File: src/rtl/wb_regfile.sv
// Write-back stage: selects the write-back value, commits it to the register
// file, latches the Z/N flags and serves two bypassed decode read ports.
module wb_regfile #(
  parameter int unsigned NUM_REGS       = 64,
  parameter int unsigned DATA_W         = 32,
  parameter int unsigned ZERO_HARDWIRED = 0,
  parameter int unsigned CNT_W          = 16
) (
  input  logic              clk,
  input  logic              rst_n,
  input  logic              regWriteWB,
  input  logic              memToRegWB,
  input  logic              zeroWB,
  input  logic              negWB,
  input  logic              flagWriteWB,
  input  logic [DATA_W-1:0] memDataOutWB,
  input  logic [DATA_W-1:0] AluResultsWB,
  input  logic [5:0]        rdWB,
  input  logic [5:0]        rsID,
  input  logic [5:0]        rtID,
  output logic [DATA_W-1:0] rsData,
  output logic [DATA_W-1:0] rtData,
  output logic              zeroFlag,
  output logic              negFlag,
  output logic [DATA_W-1:0] wbData,
  output logic [CNT_W-1:0]  wbCount
);

  logic [DATA_W-1:0] regs_q [NUM_REGS];
  logic              zero_q;
  logic              neg_q;
  logic [CNT_W-1:0]  count_q;
  logic              wr_en;

  // Write-back mux and effective commit enable. regWriteWB gates first so an
  // X on rdWB cannot leak into the enable while no write is requested.
  always_comb begin
    wbData = memToRegWB ? memDataOutWB : AluResultsWB;
    wr_en  = regWriteWB;
    if (regWriteWB && (ZERO_HARDWIRED != 0) && (rdWB == 6'd0)) begin
      wr_en = 1'b0;
    end
  end

  // Register file commit; reset clears every entry.
  always_ff @(posedge clk or negedge rst_n) begin
    if (!rst_n) begin
      for (int i = 0; i < int'(NUM_REGS); i++) begin
        regs_q[i] <= '0;
      end
    end else if (wr_en) begin
      regs_q[rdWB] <= wbData;
    end
  end

  // Z/N flag register, updated independently of register writes.
  always_ff @(posedge clk or negedge rst_n) begin
    if (!rst_n) begin
      zero_q <= 1'b0;
      neg_q  <= 1'b0;
    end else if (flagWriteWB) begin
      zero_q <= zeroWB;
      neg_q  <= negWB;
    end
  end

  // Retired-write counter; wraps silently.
  always_ff @(posedge clk or negedge rst_n) begin
    if (!rst_n) begin
      count_q <= '0;
    end else if (wr_en) begin
      count_q <= count_q + CNT_W'(1);
    end
  end

  // Read ports with write-first bypass; hardwired r0 overrides the bypass.
  always_comb begin
    rsData = regs_q[rsID];
    rtData = regs_q[rtID];
    if (wr_en && (rsID == rdWB)) rsData = wbData;
    if (wr_en && (rtID == rdWB)) rtData = wbData;
    if ((ZERO_HARDWIRED != 0) && (rsID == 6'd0)) rsData = '0;
    if ((ZERO_HARDWIRED != 0) && (rtID == 6'd0)) rtData = '0;
  end

  // Flag outputs bypass the pending update in the same cycle.
  always_comb begin
    zeroFlag = flagWriteWB ? zeroWB : zero_q;
    negFlag  = flagWriteWB ? negWB  : neg_q;
    wbCount  = count_q;
  end

endmodule

File: config.mk
export PLATFORM = sky130hd
export DESIGN_NAME = wb_regfile
export DESIGN_NICKNAME = d
export VERILOG_FILES = /design/src/rtl/wb_regfile.sv
export SDC_FILE = /design/constraint.sdc
export NUM_CORES = 2
export LEC_CHECK = 0
export CAP_MARGIN = 20
export CORE_UTILIZATION = 51
export DETAILED_ROUTE_END_ITERATION = 10
export PLACE_DENSITY = 0.67
export RECOVER_POWER = 25
export SKIP_LAST_GASP = 1
export SLEW_MARGIN = 20
export SYNTH_ARGS = -nofsm -noshare
export SYNTH_HDL_FRONTEND = slang
export SYNTH_SLANG_ARGS = --single-unit
File: constraint.sdc
create_clock -name clk -period 4.3 [get_ports clk]
set_input_delay 1.075 -clock clk [delete_from_list [all_inputs] [get_ports clk]]
set_output_delay 1.075 -clock clk [all_outputs]
set_load 0.03 [all_outputs]
==> impl_metrics.py <==
metrics = {
    "global_routing": {
        "grt_max_degree": 137,
        "grt_pass1_wl_um": 633000,
        "grt_pass1_vias": 91200,
        "grt.total_usage_pct": 41.7,
        "antenna_found_initial": 9,
        "overflow": 0,
    },
    "timing": {
        "setup_viol": 57,
        "finalMaxSlewViolations": 132,
        "skew_ns": 0.00220,
        "fin_crit_sh_pct": 105,
        "min_period_ns": 4.49,
        "worst_slack_ns": -0.194,
        "worst_pin_slew_ns": 2.81,
        "rsz0062_at_grt": "yes",
        "maxSlewHeadroom_pct": -87.5,
        "final_hold_viol_count": 0,
        "fmax_mhz": 223,
        "fin_setup_tns_ns": -3.49,
    },
    "setup_path": {
        "crit-reg2reg-launch": "wbCount[3]$_DFFE_PN0P_",
        "critPathKind": "input port to output pin",
        "cp-end-kind": "output pin",
        "worstPathRequired_ns": 3.22,
        "critPathMostFrequentCell": "buf_4",
        "regToRegEndpoint": "wbCount[13]$_DFFE_PN0P_",
        "worst_path_dominant_cell_family": "buffers and inverters",
        "rrSetupSlack_ns": 2.58,
        "cpPeakStageDelay_ns": 0.57,
        "r2r_cells": 6,
        "crit_path_start_kind": "input port",
        "cp_max_fo": 9,
        "cp_slowest_cell": "mux4_2",
        "crit_chain": "buf_16 > buf_12 > buf_8 > mux4_2 > a221oi_4 > a31oi_4 > nor3_2 > buf_4 > a21oi_1 > buf_4",
        "crit_buf_inv": 5,
        "arrival_ns": 3.42,
    },
    "floorplan": {
        "fp.dieW_um": 459,
        "rows": 167,
        "die-height_um": 459,
        "pin_count": 203,
        "core_area_mm2": 0.207,
        "dieArea_mm2": 0.210,
        "start_util_pct": 51.3,
    },
    "synth": {
        "syn_area_per_cell_um2": 10.6,
        "synth_compound_area_share_pct": 15.2,
        "yosys_register_bits": 2066,
        "synth.distinct_cells": 65,
        "synthCells": 10100,
        "synthSimpleGateAreaFrac_pct": 9.81,
        "yosysSeqAreaShare_pct": 48.6,
        "synth_nets": 10100,
        "synth-main-ff-cell": "dfrtp_1",
        "synth_adder_area_share_pct": 0.0118,
        "yosys_warnings": 0,
        "syn_area_mm2": 0.106,
        "synth_top_family_by_area": "multiplexers",
        "synthArstFlopShare_pct": 100,
        "synth_edf_count": 0,
        "synth-xor-area-share_pct": 0.222,
        "synth_mux_area_share_pct": 21.6,
    },
    "power": {
        "power_leakage_nw": 57.2,
        "power_density_mw_per_mm2": 455,
        "peakVddDrop_mv": 0.469,
    },
    "clock_tree": {
        "cts_hold_buf": 0,
        "clk_pin_slew_ns": 0.06,
        "cts_buffer_depth": 3,
        "clk_latency_ns": 0.88,
        "cts_buffers": 216,
        "cts_sinks": 2066,
        "tritoncts": "yes",
        "root_buffer": "clkbuf_16",
        "htree_levels": 4,
    },
    "layout": {
        "layout.nets": 10600,
        "finalInstanceArea_mm2": 0.132,
        "fill_cells": 15400,
        "area_delta_synth_final_pct": 24.2,
        "drive_gt1_share_pct": 25.9,
    },
    "place": {
        "hpwlAfterDp_um": 273000,
        "post_dp_cell_area_mm2": 0.119,
        "gp_congestion": 0.978,
        "io_buffers": 202,
    },
    "worst_hold_path": {
        "hold_depth": 1,
        "hold_class": "flip-flop to flip-flop",
        "hold_end": "wbCount[15]$_DFFE_PN0P_",
        "min_from": "wbCount[15]$_DFFE_PN0P_",
    },
    "routing": {
        "drtPass1Iterations": 8,
        "vias": 93600,
        "via_per_inst": 6.92,
        "drc_errors": 0,
        "drtIter0Drc": 13800,
        "drt_wl_total_um": 448000,
        "wl_per_cell_um": 33.1,
        "ant_nets": 0,
    },
    "status": {
        "status": "complete, but fails checks",
        "violations": "max-capacitance violations, max-slew violations, negative setup slack",
    },
    "job": {
        "max_cap_viol_count": 2,
    },
}
[cells by family (layout without fill, tap and decap cells)]
group,after synthesis,count (layout)
XOR/XNOR,27,27
buffers and inverters,1086,1749
AO/OA/AOI/OAI,2849,2849
AND/OR/NAND/NOR,2600,2600
adder cells (fa/ha/maj),1,1
multiplexers,1428,1428
other,0,17
flip-flops,2066,2066
[Yosys cell counts, types with 29 or more instances]
library cell	count	share of area [%]
buf_2	195	0.92
mux4_2	693	15
a21oi_1	1571	7.4
nand3_1	133	0.63
o211ai_1	29	0.20
dfrtp_1	2066	49
o22ai_1	148	0.87
clkbuf_1	742	2.6
nor2_1	1633	5.8
a31oi_1	61	0.36
inv_1	35	0.12
nor3_1	56	0.26
a22oi_1	336	2.4
mux2i_1	700	6.6
nor2b_1	31	0.18
o21ai_0	524	2.5
mux2_2	35	0.37
nand2_1	630	2.2
o221ai_1	32	0.26
a221oi_1	59	0.49
buf_4	77	0.54
[through the flow]
step | util, % | total power, mW | cells | setup WS [ns] | hold slack (ns)
final | 63.8 | 60.1 | 13500 | -0.194 | 0.477
after CTS | 62.6 | 59.2 | 13400 | -0.141 | 0.0956
after detailed placement | 57.4 | 38.8 | 12900 | -0.837 | 0.478
after global routing | 63.8 | 62.0 | 13500 | -0.204 | 0.513
after floorplan | - | 33.6 | 10100 | 0.183 | 0.459
after global placement | 57.4 | 38.2 | 12900 | -0.826 | 0.464
[sequential cells by signal, indices dropped and copies added, names as in the netlist]
| name | count |
|---|---|
| regs_q | 2048 |
| wbCount | 16 |
| neg_q | 1 |
| zero_q | 1 |
[worst max-delay path by stage]
stage | startpoint | to | slack (ns) | cells past startpoint
after CTS | rsID[0] | rsData[17] | -0.14 | 11
after global placement | rdWB[5] | rsData[17] | -0.83 | 9
final | rsID[0] | rsData[0] | -0.19 | 10
after detailed placement | rdWB[5] | rsData[17] | -0.84 | 9
after floorplan | rtID[0] | rtData[12] | 0.18 | 9
after global routing | rsID[0] | rsData[0] | -0.20 | 10
[cells in the final DEF, fill, tap and decap left out, types with 54 or more instances in the layout]
master / netlist / layout
a22oi_1: 336 / 282
buf_6: 24 / 87
clkbuf_16: 0 / 236
nor2_4: 0 / 64
mux2i_1: 700 / 665
dfrtp_1: 2066 / 2066
clkbuf_8: 0 / 56
buf_12: 0 / 324
clkbuf_1: 742 / 59
nand3_1: 133 / 128
buf_4: 77 / 691
o21ai_0: 524 / 519
a21oi_1: 1571 / 1549
a22oi_2: 0 / 54
clkdlybuf4s50_1: 0 / 92
o22ai_1: 148 / 112
nand2_1: 630 / 596
nor2_1: 1633 / 1562
mux4_2: 693 / 693
[routing by layer]
| metal | share of wire [%] | vias up | track usage [%] |
|---|---|---|---|
| li1 | - | 37500 | - |
| met2 | 43 | 7768 | 60.3 |
| met1 | 34 | 46000 | 51.3 |
| met5 | 0.0087 | - | 0 |
| met3 | 14 | 2216 | 14.1 |
| met4 | 9.1 | 6 | 32.6 |
[power breakdown]
part / internal (mW) / switching (mW)
sequential: 23.0 / 3.22
clock: 11.8 / 8.28
combinational: 6.72 / 7.01
[layout make-up]
type	count	area [um^2]	area share, %
flip-flops and latches	2066	51700	39.1
well taps	2788	3490	2.64
multi-input cells	6905	53500	40.5
repair buffers	1312	15700	11.9
inverters	36	139	0.105
clock inverters	86	1150	0.873
diodes	17	42.5	0.0322
clock buffers	315	6440	4.88
[repair_timing]
item | in CTS | in global routing
buffers inserted | 91 | 88
gates resized for setup | 410 | 292
gates cloned | 18 | 15
endpoints found under the setup margin | 64 | 64
pin swaps | 86 | 140
No activity file was read; power rests on OpenSTA's default activity.
